[src/rtl/instr_fetch_unit.sv]
// Instruction fetch stage: owns the PC, drives a 1-cycle-latency instruction memory
// and presents fetched words in an IF/ID register, with a one-entry stall buffer and branch flush.
module instr_fetch_unit #(
  parameter logic [31:0] PC_RESET  = 32'h0000_0000,
  parameter logic [31:0] NOP_INSTR = 32'h0000_0013
) (
  input  logic        clk,
  input  logic        rst,
  input  logic        stall,
  input  logic        branch_taken,
  input  logic [31:0] branch_target,
  output logic        imem_req,
  output logic [31:0] imem_addr,
  input  logic [31:0] imem_rdata,
  output logic [31:0] ReadInstruction,
  output logic [31:0] if_pc,
  output logic        if_valid
);

  typedef enum logic [1:0] {BOOT, RUN, HOLD} state_e;

  state_e      state_q, state_d;
  logic [31:0] pc_q, pc_d;
  logic        pend_q, pend_d;
  logic [31:0] pend_pc_q, pend_pc_d;
  logic        buf_valid_q, buf_valid_d;
  logic [31:0] buf_instr_q, buf_instr_d;
  logic [31:0] buf_pc_q, buf_pc_d;
  logic [31:0] instr_q, instr_d;
  logic [31:0] if_pc_q, if_pc_d;
  logic        if_valid_q, if_valid_d;
  logic [31:0] redirect_pc;

  assign redirect_pc     = branch_target & 32'hFFFF_FFFC;
  assign imem_req        = (state_q != BOOT) && !stall && !branch_taken;
  assign imem_addr       = pc_q;
  assign ReadInstruction = instr_q;
  assign if_pc           = if_pc_q;
  assign if_valid        = if_valid_q;

  always_comb begin
    state_d     = state_q;
    pc_d        = pc_q;
    pend_d      = 1'b0;
    pend_pc_d   = pend_pc_q;
    buf_valid_d = buf_valid_q;
    buf_instr_d = buf_instr_q;
    buf_pc_d    = buf_pc_q;
    instr_d     = instr_q;
    if_pc_d     = if_pc_q;
    if_valid_d  = if_valid_q;

    if (imem_req) begin
      pend_d    = 1'b1;
      pend_pc_d = pc_q;
      pc_d      = pc_q + 32'd4;
    end

    // A redirect overrides everything, including a stall; data for older requests is dropped.
    if (branch_taken) begin
      pc_d        = redirect_pc;
      pend_d      = 1'b0;
      buf_valid_d = 1'b0;
      state_d     = RUN;
      instr_d     = NOP_INSTR;
      if_valid_d  = 1'b0;
    end else begin
      case (state_q)
        BOOT: state_d = RUN;
        RUN: begin
          if (pend_q && !stall) begin
            instr_d    = imem_rdata;
            if_pc_d    = pend_pc_q;
            if_valid_d = 1'b1;
          end else if (pend_q && stall) begin
            buf_instr_d = imem_rdata;
            buf_pc_d    = pend_pc_q;
            buf_valid_d = 1'b1;
            state_d     = HOLD;
          end else if (!stall) begin
            instr_d    = NOP_INSTR;
            if_valid_d = 1'b0;
          end
        end
        HOLD: begin
          if (!stall) begin
            instr_d     = buf_valid_q ? buf_instr_q : NOP_INSTR;
            if_pc_d     = buf_valid_q ? buf_pc_q : if_pc_q;
            if_valid_d  = buf_valid_q;
            buf_valid_d = 1'b0;
            state_d     = RUN;
          end
        end
        default: state_d = BOOT;
      endcase
    end
  end

  always_ff @(posedge clk or posedge rst) begin
    if (rst) begin
      state_q     <= BOOT;
      pc_q        <= PC_RESET;
      pend_q      <= 1'b0;
      pend_pc_q   <= 32'h0;
      buf_valid_q <= 1'b0;
      buf_instr_q <= 32'h0;
      buf_pc_q    <= 32'h0;
      instr_q     <= NOP_INSTR;
      if_pc_q     <= 32'h0;
      if_valid_q  <= 1'b0;
    end else begin
      state_q     <= state_d;
      pc_q        <= pc_d;
      pend_q      <= pend_d;
      pend_pc_q   <= pend_pc_d;
      buf_valid_q <= buf_valid_d;
      buf_instr_q <= buf_instr_d;
      buf_pc_q    <= buf_pc_d;
      instr_q     <= instr_d;
      if_pc_q     <= if_pc_d;
      if_valid_q  <= if_valid_d;
    end
  end

endmodule

[config.mk]
export PLATFORM = sky130hd
export DESIGN_NAME = instr_fetch_unit
export DESIGN_NICKNAME = d
export VERILOG_FILES = /design/src/rtl/instr_fetch_unit.sv
export SDC_FILE = /design/constraint.sdc
export NUM_CORES = 1
export LEC_CHECK = 0
export ABC_AREA = 1
export CAP_MARGIN = 10
export CELL_PAD_IN_SITES_DETAIL_PLACEMENT = 0
export CELL_PAD_IN_SITES_GLOBAL_PLACEMENT = 1
export CORE_AREA = 2 2 149 151
export CTS_BUF_LIST = sky130_fd_sc_hd__clkbuf_4
export DETAILED_ROUTE_END_ITERATION = 8
export DIE_AREA = 0 0 151 153
export GPL_TIMING_DRIVEN = 0
export PLACE_DENSITY_LB_ADDON = 0.1
export SKIP_LAST_GASP = 1
export SYNTH_ARGS = -nofsm -noshare
export SYNTH_HDL_FRONTEND = slang
export SYNTH_SLANG_ARGS = --single-unit
[constraint.sdc]
create_clock -name clk -period 13.6 [get_ports clk]
set_clock_uncertainty 0.15 [all_clocks]
set_input_delay 4.08 -clock clk [delete_from_list [all_inputs] [get_ports clk]]
set_output_delay 4.08 -clock clk [all_outputs]
set_load 0.02 [all_outputs]
**After elaboration in Yosys (flattened, before gate mapping)**

Index checks and enable logic that the tools add are counted.

- Register bits: 197
- Input bits: 68
- Output and inout bits: 98
- Word-level logic and storage cells: 69

- Add/subtract/negate cells: 1
- Equality and inequality tests: 10
- Multiplexer cells: 30
- Bitwise logic cells: 2
- Reduce and logical (&&, ||, !) cells: 16

Operators with widths:

| operator | number |
|---|---|
| 2-to-1 mux 32 bit | 11 |
| one-hot mux 32 bit (2 select lines) | 2 |
| adder 32 x 3 -> 32 bit, second input constant | 1 |
| AND reduction 4 bit | 3 |
| 2-to-1 mux 1 bit | 10 |
| inequality test 3 bit, second input constant | 3 |
| 2-to-1 mux 2 bit | 4 |
| inequality test 4 bit, second input constant | 2 |
| inequality test 2 bit, second input constant | 3 |
| one-hot mux 2 bit (3 select lines) | 1 |
| nonzero test 2 bit | 3 |
| AND reduction 5 bit | 1 |
| logical AND 1 bit | 4 |
| one-hot mux 1 bit (2 select lines) | 2 |
| AND reduction 3 bit | 1 |
| nonzero test 3 bit | 1 |
| equality test 2 x 1 -> 1 bit, second input constant | 1 |
| equality test 2 bit, second input constant | 1 |
| logical NOT 1 bit | 2 |
| logical NOT 2 bit | 1 |
| inverter 1 bit | 2 |

**Depth between registers and ports, before layout**

- Word-level depth: 5
- Gate-level depth with buffers: 9
- Mapped depth without buffers: 9

**Least setup slack after synthesis**

No wires, ideal clock.

- Path type: input to output
- Start point: in branch_taken
- End point: out imem_req
- Data arrival time: 4.812 ns
- Data required time: 9.370 ns
- Path slack: 4.558 ns
- Cell stages on the path: 3
- Buffers on the path: 2
- Cells stage by stage: buf_2 > nor2_4 > clkbuf_1

- Cells in the longest elaborated chain, start to end: 2

RTL lines:

| what | RTL line | text |
|---|---|---|
| from (decl) | 10 | `input logic branch_taken,` |
| logical NOT 1 bit | 35 | `assign imem_req = (state_q != BOOT) && !stall && !branch_taken;` |
| logical AND 1 bit | 35 |  |
| to (decl) | 12 | `output logic imem_req,` |

Every way passes these cells.

**Worst setup path after layout**

Ends and elaborated chain as after synthesis.

==> results.sh <==
export IMPL_status="finished, final reports clean"
export IMPL_wl_per_cell_um=16.77
export IMPL_tritoncts="done"
export IMPL_dieArea_mm2=0.02310
export IMPL_design_area_mm2=0.01075
export IMPL_start_kind="input port"
export IMPL_grtUsageTotal_pct=21.22
export IMPL_finalHoldViolCount=0
export IMPL_syn_avg_cell_area_um2=9.048
export IMPL_slew_viol_final=0
export IMPL_crit_fanout=11
export IMPL_vias=7089
export IMPL_netlist_area_mm2=0.008478
export IMPL_worst_slew_pin_slew_ps=675.9
export IMPL_area_growth_pct=26.82
export IMPL_cpMostUsedCell="clkdlybuf4s50_1"
export IMPL_cts_buffer_depth=2
export IMPL_seqPwrFrac_pct=52.4
export IMPL_ys_top_cells_by_area="dfrtp_1 (55%), nand2_1 (10%), o21ai_0 (6.1%)"
export IMPL_power_switching_uw=480.0
export IMPL_critPathMaxStageDelay_ps=700
export IMPL_timing_critical_path_from="branch_taken"
export IMPL_grt_pass1_vias=6944
export IMPL_cp_required_ps=9370
export IMPL_ir_drop_uv=58.94
export IMPL_reg2reg_from="imem_addr[2]$_DFFE_PP0P_"
export IMPL_fin_crit_sh_pct=76.66
export IMPL_relSlewSlack_pct=54.94
export IMPL_rows=54
export IMPL_hold_buffers=0
export IMPL_finalNonFillerCells=1412
export IMPL_crit_arrival_ps=6200
export IMPL_grt_max_degree=112
export IMPL_dp_cells=1380
export IMPL_rrSetupSlack_ps=11450
export IMPL_fillCellCount=2129
export IMPL_detailedRoute_firstIterationViolations=394
export IMPL_crit_type="in2out"
export IMPL_clk_pin_slew_ps=150
export IMPL_h_tree_depth=4
export IMPL_ys_seq_area_share_pct=55.83
export IMPL_die_h_um=153
export IMPL_maxCapViolations=0
export IMPL_rsz0062_at_grt="no"
export IMPL_ant_nets=0
export IMPL_pwr_share_clk_pct=22.1
export IMPL_worst_hold_slack_ps=348.5
export IMPL_post_dp_hpwl_mm=17.05
export IMPL_yosysMostFrequentCell="nand2_1"
export IMPL_nNetsFinal=1188
export IMPL_leakagePower_uw=0.004833
export IMPL_drc_errors=0
export IMPL_cts_setup_buffers=0
export IMPL_yosys_area_top_type_share_pct=54.90
export IMPL_setup_viol=0
export IMPL_core_mm2=0.02149
export IMPL_drive_above_1_share_pct=10.43
export IMPL_io_buffer_count=159
export IMPL_yosys_cell_types_count=37
export IMPL_root_buffer="clkbuf_4"
export IMPL_cp_depth=5
export IMPL_antenna_found_initial=1
export IMPL_max_freq_mhz=95.91
export IMPL_hp_class="reg2reg"
export IMPL_insertion_delay_ps=580
export IMPL_swShare_pct=33.67
export IMPL_grt_pass1_wl_mm=38.31
export IMPL_p_int_uw=945.8
export IMPL_gp_congestion=0.8209
export IMPL_cts_made_buffers=17
export IMPL_die_x_um=151
export IMPL_clkSinkCount=189
export IMPL_power_density_mw_per_mm2=132.6
export IMPL_end_kind="output port"
export IMPL_drt_wl_total_mm=23.67
export IMPL_rr_worst_depth=8
export IMPL_fin_crit_ps=10430
export IMPL_start_util_pct=39.46
export IMPL_slowest_stage="clkdlybuf4s50_1"
export IMPL_yosys_area_top_type="dfrtp_1"
export IMPL_synth_top_cells_by_count="nand2_1 (228), dfrtp_1 (186), o21ai_0 (104)"
export IMPL_timing_critical_path_buf_inv=4
export IMPL_ys_flop_type="dfrtp_1"
export IMPL_overflow=0
export IMPL_path_cells="clkdlybuf4s50_1 > buf_2 > nor2_4 > clkbuf_1 > clkdlybuf4s50_1"
export IMPL_placed_area_mm2=0.01047
export IMPL_fin_tns_setup_ps=0
export IMPL_power_frac_comb_pct=25.4
export IMPL_cts_resized=0
export IMPL_ys_ff_latch=189
export IMPL_io_pin_count=166
export IMPL_yosys_warnings=0
export IMPL_timing_rr_end="imem_addr[30]$_DFFE_PP0P_"
export IMPL_cp_top_family="buffers and inverters"
export IMPL_synth_async_reset_ratio_pct=100.0
export IMPL_synth_edf_count=0
export IMPL_drtPass1Iterations=4
export IMPL_vias_per_cell=5.021
export IMPL_endpoint="imem_req"
export IMPL_syn_inst=937
## layout make-up
cell class | count | area [um^2] | area share [%]
antenna | 1 | 2.502 | 0.02327
buffer | 52 | 265.3 | 2.467
clock buffer | 17 | 127.6 | 1.187
clock inverter | 14 | 155.1 | 1.443
inverter | 71 | 274.0 | 2.549
multi-input combinational | 628 | 3224 | 29.99
sequential | 189 | 4733 | 44.02
tap | 280 | 350.3 | 3.258
timing repair buffer | 160 | 1619 | 15.06
## placed cells by master (no fill, tap or decap), drive strengths merged, types with 4 or more instances in the layout
master | netlist | final
clkdlybuf4s50 | 0 | 159
o211ai | 8 | 8
buf | 30 | 31
a21oi | 17 | 17
nor2 | 76 | 76
o21ai | 148 | 148
nand2 | 229 | 229
conb | 1 | 4
dfrtp | 186 | 186
clkinv | 0 | 6
nand3 | 45 | 45
a22oi | 44 | 44
nand4 | 7 | 7
inv | 71 | 78
clkbuf | 22 | 39
mux2 | 32 | 32
## power by group through the flow
stage | Clock (uW) | Combinational [uW] | Sequential, uW
finish | 316 | 363 | 748
global placement | 0 | 362 | 756
CTS | 324 | 368 | 747
detailed placement | 0 | 367 | 759
global route | 349 | 404 | 764
floorplan | 0 | 166 | 792
## sequential cells by signal, summed over array words and instances, names as in the netlist
signal / cells
buf_pc_q: 30
if_pc: 30
buf_valid_q: 1
state_q: 2
ReadInstruction: 32
pend_pc_q: 30
if_valid: 1
buf_instr_q: 32
pend_q: 1
imem_addr: 30
## routing by layer
metal | vias to the layer above | global-route usage, % | part of all wire (%)
met4 | 0 | 4.584 | 0.94
met1 | 3426 | 30.09 | 47
met2 | 168 | 34.03 | 48
met5 | - | 0 | 0
li1 | 3478 | - | -
met3 | 17 | 3.940 | 4.4
## per-stage QoR
| step | utilization [%] | total power (uW) | setup slack [ps] |
|---|---|---|---|
| finish | 50.04 | 1426 | 3174 |
| global route | 50.04 | 1517 | 3040 |
| CTS | 50.03 | 1440 | 3152 |
| detailed placement | 48.71 | 1126 | 3162 |
| global placement | 48.55 | 1118 | 1435 |
| floorplan | - | 958.1 | 4233 |
## worst min-delay path, delay by kind of cell (launching register included)
family | cells | cell delay (ps)
and+or+nand+nor | 1 | 50
DFF | 1 | 370
AOI/OAI and AO/OA | 1 | 50
## logic make-up (layout without fill, tap and decap cells)
kind of cell | Yosys count | after routing | share of synthesized area, %
AND/OR/NAND/NOR | 363 | 363 | 17.59
AO/OA/AOI/OAI | 223 | 223 | 14.99
flip-flops | 189 | 189 | 55.83
buffers and inverters | 123 | 314 | 6.272
multiplexers | 32 | 32 | 4.605
XOR/XNOR | 5 | 5 | 0.5166
adder cells (fa/ha/maj) | 1 | 1 | 0.1476
other | 1 | 5 | 0.04423
## worst min-delay path by stage
stage                                     endpoint                startpoint  slack, ps  depth (start not counted)
after global placement     buf_pc_q[2]$_DFFE_PP0P_   buf_pc_q[2]$_DFFE_PP0P_        310                          2
final                      buf_pc_q[4]$_DFFE_PP0P_   buf_pc_q[4]$_DFFE_PP0P_        350                          2
after detailed placement   buf_pc_q[4]$_DFFE_PP0P_   buf_pc_q[4]$_DFFE_PP0P_        320                          2
after global routing      buf_pc_q[12]$_DFFE_PP0P_  buf_pc_q[12]$_DFFE_PP0P_        380                          2
after floorplan           buf_pc_q[10]$_DFFE_PP0P_  buf_pc_q[10]$_DFFE_PP0P_        300                          2
after CTS                  buf_pc_q[2]$_DFFE_PP0P_   buf_pc_q[2]$_DFFE_PP0P_        350                          2
No activity file was read; power rests on OpenSTA's default activity.
